===== src/rtl/decodificador_multicanal_pkg.sv =====
// Shared command/response codes, FSM states and frame layout for the multichannel DHT11 decoder.
package decodificador_pkg;

  localparam logic [7:0] CMD_STATUS    = 8'h03;
  localparam logic [7:0] CMD_TEMP      = 8'h04;
  localparam logic [7:0] CMD_HUM       = 8'h05;
  localparam logic [7:0] CMD_CONT_TEMP = 8'h06;
  localparam logic [7:0] CMD_CONT_HUM  = 8'h07;
  localparam logic [7:0] CMD_STOP      = 8'h08;

  localparam logic [7:0] RESP_OK          = 8'h00;
  localparam logic [7:0] RESP_ERRO_SENSOR = 8'h1F;
  localparam logic [7:0] RESP_CMD_INV     = 8'h0A;
  localparam logic [7:0] RESP_CANAL_INV   = 8'h0B;
  localparam logic [7:0] RESP_SEM_DADO    = 8'h0C;
  localparam logic [7:0] RESP_ACK_CONT    = 8'h0D;
  localparam logic [7:0] RESP_ACK_STOP    = 8'h0E;

  // Byte positions inside a frame word; HUM_INT occupies the MSBs.
  localparam int IDX_HUM_INT    = 4;
  localparam int IDX_HUM_FLOAT  = 3;
  localparam int IDX_TEMP_INT   = 2;
  localparam int IDX_TEMP_FLOAT = 1;
  localparam int IDX_CRC        = 0;

  typedef enum logic [1:0] {
    ST_IDLE,
    ST_DECODE,
    ST_SEND1,
    ST_SEND2
  } estado_t;

  function automatic logic canal_valido(input logic [7:0] canal, input int n_canais);
    return int'({24'd0, canal}) < n_canais;
  endfunction

endpackage


===== src/rtl/decodificador_multicanal_verificador_crc.sv =====
// Combinational DHT11 checksum compare: sum of the four data bytes, modulo 2^DATA_W, against CRC.
module verificador_crc
  import decodificador_pkg::*;
#(
  parameter int DATA_W = 8
) (
  input  logic [5*DATA_W-1:0] frame,
  output logic                crc_ok
);

  localparam logic [DATA_W+1:0] MASCARA = {2'b00, {DATA_W{1'b1}}};

  logic [DATA_W+1:0] soma;

  assign soma = {2'b00, frame[IDX_HUM_INT*DATA_W +: DATA_W]}
              + {2'b00, frame[IDX_HUM_FLOAT*DATA_W +: DATA_W]}
              + {2'b00, frame[IDX_TEMP_INT*DATA_W +: DATA_W]}
              + {2'b00, frame[IDX_TEMP_FLOAT*DATA_W +: DATA_W]};

  // Carry bits are masked away so the compare is the 8-bit-wrap checksum.
  assign crc_ok = ((soma ^ {2'b00, frame[IDX_CRC*DATA_W +: DATA_W]}) & MASCARA) == '0;

endmodule


===== src/rtl/decodificador_multicanal.sv =====
// Multichannel DHT11 command decoder: per-channel frame store, command FSM and periodic reports.
module decodificador_multicanal
  import decodificador_pkg::*;
#(
  parameter int N_CANAIS = 32,
  parameter int DATA_W   = 8,
  parameter int PERIODO  = 50_000_000
) (
  input  logic                clock,
  input  logic                reset_n,
  input  logic                frame_valid,
  input  logic [7:0]          frame_canal,
  input  logic [5*DATA_W-1:0] frame_dados,
  input  logic                req_valid,
  output logic                req_ready,
  input  logic [7:0]          req_cmd,
  input  logic [7:0]          req_canal,
  output logic                resp_valid,
  input  logic                resp_ready,
  output logic [DATA_W-1:0]   resp_dados,
  output logic                resp_last
);

  localparam int IDX_W   = (N_CANAIS > 1) ? $clog2(N_CANAIS) : 1;
  localparam int CNT_W   = (PERIODO > 1) ? $clog2(PERIODO) : 1;
  localparam int FRAME_W = 5 * DATA_W;
  localparam logic [CNT_W-1:0] CNT_MAX = CNT_W'(PERIODO - 1);

  logic [FRAME_W-1:0]  mem [N_CANAIS];
  logic [FRAME_W-1:0]  snap_q;

  estado_t             estado_q, estado_d;
  logic [N_CANAIS-1:0] presente_q, presente_d;
  logic [7:0]          cmd_q, cmd_d, canal_q, canal_d;
  logic                pres_snap_q, pres_snap_d;
  logic [DATA_W-1:0]   byte1_q, byte1_d, byte2_q, byte2_d;
  logic                dois_q, dois_d;
  logic                req_ready_q, req_ready_d;
  logic                cont_on_q, cont_on_d, cont_hum_q, cont_hum_d;
  logic [7:0]          cont_canal_q, cont_canal_d;
  logic [CNT_W-1:0]    cnt_q, cnt_d;
  logic                pend_q, pend_d;

  logic                aceita, dispara, rd_en, wr_en, tick, crc_ok;
  logic [7:0]          rd_canal;
  logic [IDX_W-1:0]    rd_idx, wr_idx;
  logic [DATA_W-1:0]   byte_int, byte_float;

  verificador_crc #(.DATA_W(DATA_W)) u_crc (
    .frame  (snap_q),
    .crc_ok (crc_ok)
  );

  always_comb begin
    aceita   = req_valid && req_ready_q;
    dispara  = req_ready_q && !req_valid && pend_q;
    rd_en    = aceita || dispara;
    rd_canal = aceita ? req_canal : cont_canal_q;
    rd_idx   = canal_valido(rd_canal, N_CANAIS) ? rd_canal[IDX_W-1:0] : '0;
    wr_en    = frame_valid && canal_valido(frame_canal, N_CANAIS);
    wr_idx   = frame_canal[IDX_W-1:0];
  end

  // Registered read: a write landing on the same edge is not seen by the snapshot.
  always_ff @(posedge clock) begin
    if (wr_en) mem[wr_idx] <= frame_dados;
    if (rd_en) snap_q <= mem[rd_idx];
  end

  assign byte_int   = (cmd_q == CMD_HUM) ? snap_q[IDX_HUM_INT*DATA_W +: DATA_W]
                                         : snap_q[IDX_TEMP_INT*DATA_W +: DATA_W];
  assign byte_float = (cmd_q == CMD_HUM) ? snap_q[IDX_HUM_FLOAT*DATA_W +: DATA_W]
                                         : snap_q[IDX_TEMP_FLOAT*DATA_W +: DATA_W];

  always_comb begin
    estado_d     = estado_q;
    presente_d   = presente_q;
    cmd_d        = cmd_q;
    canal_d      = canal_q;
    pres_snap_d  = pres_snap_q;
    byte1_d      = byte1_q;
    byte2_d      = byte2_q;
    dois_d       = dois_q;
    cont_on_d    = cont_on_q;
    cont_hum_d   = cont_hum_q;
    cont_canal_d = cont_canal_q;

    if (wr_en) presente_d[wr_idx] = 1'b1;
    if (rd_en) pres_snap_d = canal_valido(rd_canal, N_CANAIS) && presente_q[rd_idx];

    // Ticks while a report is outstanding merge into the single pending flag.
    tick   = cont_on_q && (cnt_q == CNT_MAX);
    cnt_d  = cont_on_q ? (tick ? '0 : cnt_q + 1'b1) : cnt_q;
    pend_d = pend_q | tick;

    unique case (estado_q)
      ST_IDLE: begin
        if (aceita) begin
          cmd_d    = req_cmd;
          canal_d  = req_canal;
          estado_d = ST_DECODE;
        end else if (dispara) begin
          cmd_d    = cont_hum_q ? CMD_HUM : CMD_TEMP;
          canal_d  = cont_canal_q;
          pend_d   = tick;
          estado_d = ST_DECODE;
        end
      end
      ST_DECODE: begin
        estado_d = ST_SEND1;
        dois_d   = 1'b0;
        byte2_d  = byte_float;
        if (cmd_q < CMD_STATUS || cmd_q > CMD_STOP) begin
          byte1_d = DATA_W'(RESP_CMD_INV);
        end else if (cmd_q == CMD_STOP) begin
          byte1_d   = DATA_W'(RESP_ACK_STOP);
          cont_on_d = 1'b0;
          cnt_d     = '0;
          pend_d    = 1'b0;
        end else if (!canal_valido(canal_q, N_CANAIS)) begin
          byte1_d = DATA_W'(RESP_CANAL_INV);
        end else if (!pres_snap_q) begin
          byte1_d = DATA_W'(RESP_SEM_DADO);
        end else if (cmd_q == CMD_STATUS) begin
          byte1_d = crc_ok ? DATA_W'(RESP_OK) : DATA_W'(RESP_ERRO_SENSOR);
        end else if (cmd_q == CMD_TEMP || cmd_q == CMD_HUM) begin
          byte1_d = crc_ok ? byte_int : DATA_W'(RESP_ERRO_SENSOR);
          dois_d  = crc_ok;
        end else begin
          byte1_d      = DATA_W'(RESP_ACK_CONT);
          cont_on_d    = 1'b1;
          cont_hum_d   = (cmd_q == CMD_CONT_HUM);
          cont_canal_d = canal_q;
          cnt_d        = '0;
          pend_d       = 1'b0;
        end
      end
      ST_SEND1: begin
        if (resp_ready) estado_d = dois_q ? ST_SEND2 : ST_IDLE;
      end
      ST_SEND2: begin
        if (resp_ready) estado_d = ST_IDLE;
      end
      default: estado_d = ST_IDLE;
    endcase

    req_ready_d = (estado_d == ST_IDLE);
  end

  always_ff @(posedge clock or negedge reset_n) begin
    if (!reset_n) begin
      estado_q     <= ST_IDLE;
      presente_q   <= '0;
      cmd_q        <= '0;
      canal_q      <= '0;
      pres_snap_q  <= 1'b0;
      byte1_q      <= '0;
      byte2_q      <= '0;
      dois_q       <= 1'b0;
      req_ready_q  <= 1'b0;
      cont_on_q    <= 1'b0;
      cont_hum_q   <= 1'b0;
      cont_canal_q <= '0;
      cnt_q        <= '0;
      pend_q       <= 1'b0;
    end else begin
      estado_q     <= estado_d;
      presente_q   <= presente_d;
      cmd_q        <= cmd_d;
      canal_q      <= canal_d;
      pres_snap_q  <= pres_snap_d;
      byte1_q      <= byte1_d;
      byte2_q      <= byte2_d;
      dois_q       <= dois_d;
      req_ready_q  <= req_ready_d;
      cont_on_q    <= cont_on_d;
      cont_hum_q   <= cont_hum_d;
      cont_canal_q <= cont_canal_d;
      cnt_q        <= cnt_d;
      pend_q       <= pend_d;
    end
  end

  assign req_ready  = req_ready_q;
  assign resp_valid = (estado_q == ST_SEND1) || (estado_q == ST_SEND2);
  assign resp_dados = (estado_q == ST_SEND1) ? byte1_q :
                      (estado_q == ST_SEND2) ? byte2_q : '0;
  assign resp_last  = ((estado_q == ST_SEND1) && !dois_q) || (estado_q == ST_SEND2);

endmodule


===== config.mk =====
export PLATFORM = sky130hd
export DESIGN_NAME = decodificador_multicanal
export DESIGN_NICKNAME = d
export VERILOG_FILES = /design/src/rtl/decodificador_multicanal_pkg.sv /design/src/rtl/decodificador_multicanal_verificador_crc.sv /design/src/rtl/decodificador_multicanal.sv
export SDC_FILE = /design/constraint.sdc
export NUM_CORES = 2
export LEC_CHECK = 0
export BUFFER_PORTS_ARGS = -buffer_cell sky130_fd_sc_hd__buf_2
export CORE_MARGIN = 2
export CORE_UTILIZATION = 35
export CTS_BUF_LIST = sky130_fd_sc_hd__clkbuf_2
export CTS_CLUSTER_SIZE = 28
export DETAILED_ROUTE_END_ITERATION = 6
export PLACE_DENSITY = 0.52
export SKIP_CTS_REPAIR_TIMING = 1
export SLEW_MARGIN = 20
export SYNTH_ARGS = -nofsm -noshare
export SYNTH_HDL_FRONTEND = slang
export SYNTH_SLANG_ARGS = --single-unit

===== constraint.sdc =====
create_clock -name clock -period 5.1 [get_ports clock]
set_input_delay 1.02 -clock clock [delete_from_list [all_inputs] [get_ports clock]]
set_output_delay 1.02 -clock clock [all_outputs]
set_load 0.005 [all_outputs]

-- Word level (Yosys, flattened, before mapping)
Memory sizes are Yosys's and may differ from the RTL's. A register that Yosys moved wholly into a read port is not among the register bits.
Index checks and enable logic that the tools add are counted.
- flip-flop bits (word level): 106
- bits in writable memories: 1280
- input port bits: 69
- output and inout bits: 11
- word-level logic and storage cells: 129
- memories kept: 1
- add/sub/neg operators: 4
- order comparisons: 8
- equal/unequal tests: 11
- multiplexer cells: 60
- bitwise operators: 7
- reduce and logical (&&, ||, !) cells: 24
- memories (name ; words ; bits a word ; read ports ; clocked after memory_dff ; write ports ; RTL line ; text):
    mem ; 32 ; 40 ; 1 ; 1 ; 1 ; decodificador_multicanal.sv:29 ; logic [FRAME_W-1:0] mem [N_CANAIS];
- operators with widths (kind ; count):
    26-bit 2-to-1 mux ; 9
    8-bit 2-to-1 mux ; 16
    32-bit bitwise OR ; 1
    26-bit by 1-bit adder with 26-bit output, second input constant ; 1
    26-bit == test, second input constant ; 1
    8-bit adder ; 3
    8-bit by 3-bit == test with 1-bit output, second input constant ; 3
    8-bit by 6-bit less-than comparator with 1-bit output, second input constant ; 3
    1-bit 2-to-1 mux ; 24
    5-bit by 6-bit less-than comparator with 1-bit output, second input constant ; 2
    10-bit logical NOT ; 1
    2-bit 2-to-1 mux ; 5
    5-bit 2-to-1 mux ; 2
    8-bit by 2-bit == test with 1-bit output, second input constant ; 1
    8-bit by 4-bit == test with 1-bit output, second input constant ; 1
    8-bit by 4-bit greater-than comparator with 1-bit output, second input constant ; 1
    1-bit logical AND ; 8
    8-bit by 2-bit less-than comparator with 1-bit output, second input constant ; 1
    2-bit one-hot mux with 4 select lines ; 1
    8-bit bitwise XOR ; 1
    7-bit AND reduction ; 1
    6-bit AND reduction ; 1
    2-bit nonzero test ; 3
    1-bit binary-select mux with 5-bit select ; 1
    12 further kinds ; 23

-- Longest topological paths before layout
- word-level depth: 12
- gate-level depth with buffers: 13
- depth with buffers taken out: 13

-- Hierarchy
A second synthesis with hierarchy kept.
- cell total of the unflattened synthesis: 4019
- area, all modules: 57545.2 um^2
- modules (own cells, without submodules) (module ; times used ; cells each ; area each (um^2) ; seq. area each (um^2)):
    decodificador_multicanal ; 1 ; 3954 ; 56888.3 ; 42290.6
    verificador_crc ; 1 ; 65 ; 656.9 ; 0.0

-- Worst setup path after synthesis
No wires, ideal clock.
- kind: input-to-reg
- start: in frame_canal[7]
- end: mem mem[12][0] (netlist bit), enable pin
- library setup time: 0.438 ns
- arrival time: 3.947 ns
- required time: 4.662 ns
- slack: 0.714 ns
- stages on the path: 4
- buffers on the path: 1
- path through: or4b_2 -> or3_1 -> clkbuf_1 -> nor2_1
- word-level cells in the longest chain between the ends: 4
- RTL lines (element ; RTL line ; text):
    from (decl) ; decodificador_multicanal.sv:12 ; input logic [7:0] frame_canal,
    8-bit by 6-bit less-than comparator with 1-bit output ; decodificador_multicanal_pkg.sv:34 ; return int'({24'd0, canal}) < n_canais;
    1-bit logical AND ; decodificador_multicanal.sv:60 ; wr_en = frame_valid && canal_valido(frame_canal, N_CANAIS);
    1-bit 2-to-1 mux ; decodificador_multicanal.sv:66 ; if (wr_en) mem[wr_idx] <= frame_dados;
    1-bit 2-to-1 mux (not written as such) ; decodificador_multicanal.sv:66 ;
    to (decl) ; decodificador_multicanal.sv:29 ;
No other way between the ends.

-- Final worst setup path
- start: reg estado_q[0]
- end: out resp_dados[5]
- word-level cells in the longest chain between the ends: 3
- elaborated cells on any way between the ends: 4
- those cells by class: 2 x eq/ne; 2 x mux
- RTL lines (element ; RTL line ; text):
    from (decl) ; decodificador_multicanal.sv:32 ; estado_t estado_q, estado_d;
    from (signal assigned) ; decodificador_multicanal.sv:167 ; estado_q <= estado_d;
    2-bit == test ; decodificador_multicanal.sv:187 ; (estado_q == ST_SEND2) ? byte2_q : '0;
    8-bit 2-to-1 mux ; decodificador_multicanal.sv:187 ;
    8-bit 2-to-1 mux * ; decodificador_multicanal.sv:186 ; assign resp_dados = (estado_q == ST_SEND1) ? byte1_q :
    to (decl) ; decodificador_multicanal.sv:20 ; output logic [DATA_W-1:0] resp_dados,
Every way passes the cells marked *; elsewhere a longest branch is shown, timed or not.

==> flow_summary.toml <==
[global_routing]
antenna_found_initial = 9
grt_pass1_wl_um = 240000
grt_use_total_pct = 20.4
grt_max_degree = 130
grt_pass1_vias = 33940
overflow = 0

[clock_tree]
cts-buffers-inserted = 384
cts_tree = "built"
clkTransAtPathRegs_ps = 100
htree_levels = 5
root_buffer = "clkbuf_2"
clkSinkCount = 1426
clk_path_buf_depth = 4
clk_latency_ps = 1740

[setup_path]
r2r_slack_ps = 760
rr_worst_depth = 14
cp-end-kind = "output pin"
slowest_delay_ps = 840
worstSetupEndpoint = "resp_dados[5]"
r2r-start = "snap_q[9]"
slowest_stage = "dfrtp_1"
r2r_end = "byte1_q[6]"
path_cells = "mux2i_1, nor2b_1, buf_2"
worstPathArrival_ps = 3360
crit_required_ps = 4080
worstPathMaxFanout = 16
startpoint = "estado_q[0]"
crit_type = "flop to output pin"
critPathLaunchType = "flop"

[die]
dieHeight_um = 405
dieArea_um2 = 164000
initial_utilization_pct = 35.1
core-area_um2 = 160000
dieWidth_um = 405
boundaryPins = 80
std_cell_rows = 147

[routing]
via_count = 33774
dr.pass1.iters = 5
viasPerCell = 5.45
drt_iter0_drc = 3756
ant_nets = 0
wl_um = 167000
drc_errors = 0
wire_per_inst_um = 26.9

[pwr]
finalPower_mw = 25.8
cellLeakagePower_nw = 22.1
power.density_nw_per_um2 = 405
ir_drop_v = 0.000274

[logic_synthesis]
synth_area_um2 = 56200
synth_edf_count = 1320
synthFlopType = "edfxtp_1"
synth_top_family_by_area = "multiplexers"
yosysSeqAreaShare_pct = 75.2
synth_mux_area_share_pct = 7.80
syn_inst = 3430
async_flop_share_pct = 7.43
synth-simple-area-share_pct = 6.96
synth_fp_nets = 3521
synth_cell_types = 63
synth-warning-count = 0
avgSynthCellArea_um2 = 16.4
synth_compound_area_share_pct = 6.99
synth-xor-area-share_pct = 0.639
ys_seq_elements = 1426
synthAdderAreaFrac_pct = 0.676

[finish]
nets = 3968
final_cell_mix = "1,320 x edfxtp_1, 558 x clkbuf_2, 294 x nand2_1"
final_util_pct = 39.9
syn_to_final_growth_pct = 13.5
layout_commonest_cell = "edfxtp_1"
drive_gt1_share_pct = 25.1

[timing]
worst_pin_slew_ps = 1160
finalSetupTns_ps = 0
finalCritPeriodShare_pct = 85.8
worst_slack_ps = 724
slew_viol_final = 0
skew_ps = 220
rsz0062_at_grt = "false"
finalSetupViolCount = 0
max_clock_freq_mhz = 229
hold_violations = 0
max-slew-margin-rel_pct = 22.6
fin_crit_ps = 4380

[placed_design]
place_congestion = 0.796
preCtsSetupSlack_ps = 607
numPortBuffers = 79
hpwlAfterDp_um = 91000

[flow_run]
cap_violations = 0

[outcome]
outcome = "finished clean"

[hold_path]
holdCritPathClass = "input port to flop"
==> how the worst min path moves through the flow <==
stage | end | from | cells after the start | slack (ps)
CTS | byte2_q[4] | reset_n | 1 | -870
global route | estado_q[0] | resp_ready | 5 | -10
finish | estado_q[0] | resp_ready | 5 | 140
detailed placement | presente_q[0] | presente_q[0] | 1 | 450
global placement | presente_q[0] | presente_q[0] | 1 | 450
floorplan | presente_q[21] | presente_q[21] | 1 | 430
==> kinds of logic after synthesis <==
logic type	Yosys count
AO/OA/AOI/OAI	629
XOR/XNOR	41
adder cells (fa/ha/maj)	22
buffers and inverters	233
flip-flops	1426
multiplexers	237
AND/OR/NAND/NOR	842
==> layer usage <==
layer	wire, um	up-vias	share of wire (%)	GRT usage, %
li1	-	14551	-	-
met5	29	-	0.017	0
met4	2840	6	1.7	5.43
met3	12900	205	7.8	4.72
met2	76000	1476	46	30.7
met1	75000	17536	45	29.6
==> Yosys cell counts (7+ instances only) <==
cell type     n  area, um2
buf_6        10        113
and3_1       47        294
nor2b_1      11       68.8
nor2_1      205        769
nand2_1     297       1110
mux4_2      160       3600
buf_1         9       33.8
nor4_1        7       43.8
ha_1          8        100
nor3_1       88        440
fa_1         14        280
dfrtp_1     106       2650
nand4_1      47        294
nand3_1      27        135
xor2_1       18        158
o21ai_0     198        991
xnor2_1      23        201
a21oi_1     176        881
or3_1        44        275
nand2b_1      8       50.1
a22oi_1      82        616
inv_1        21       78.8
o211ai_1     44        330
mux2_2        8       90.1
a221oi_1      7       61.3
edfxtp_1   1320      39600
or2_2        33        206
buf_2        20        100
clkbuf_1    172        646
o2bb2ai_1    40        350
mux2i_1      69        691
o2111ai_1    41        359
==> registers in the layout, indices dropped and copies added, names as in the netlist, 26 cells and up <==
| name | count |
|---|---|
| cnt_q | 26 |
| presente_q | 32 |
| mem | 1280 |
| snap_q | 40 |
==> final cells by class <==
type / instances / area [um2]
Timing Repair Buffer: 273 / 2410
Antenna cell: 7 / 17.5
Inverter: 21 / 80.1
Fill cell: 14962 / 96200
Clock buffer: 558 / 2790
Tap cell: 2086 / 2610
Clock inverter: 56 / 275
Multi-Input combinational cell: 1771 / 13300
Sequential cell: 1426 / 42300
==> metrics by stage <==
stage	instance area, um2	std cells	hold WS, ps
3_5_place_dp	60000	5505	453
2_1_floorplan	56200	3430	431
5_1_grt	63800	6196	-14.5
4_1_cts	63100	6119	-866
6_report	63800	6198	139
3_3_place_gp	60000	5505	452
==> critical path, delay by kind of cell (launching register included) <==
family | cells | cell delay (ps)
mux | 1 | 160
simple gates | 1 | 400
flops | 1 | 840
buf+inv | 1 | 210
==> where the power goes <==
group | internal, mW | switching, mW
logic | 1.79 | 3.02
clock network | 2.96 | 4.54
registers | 13.1 | 0.441
total | 17.8 | 8.00
Power figures use the tool's default switching activity.
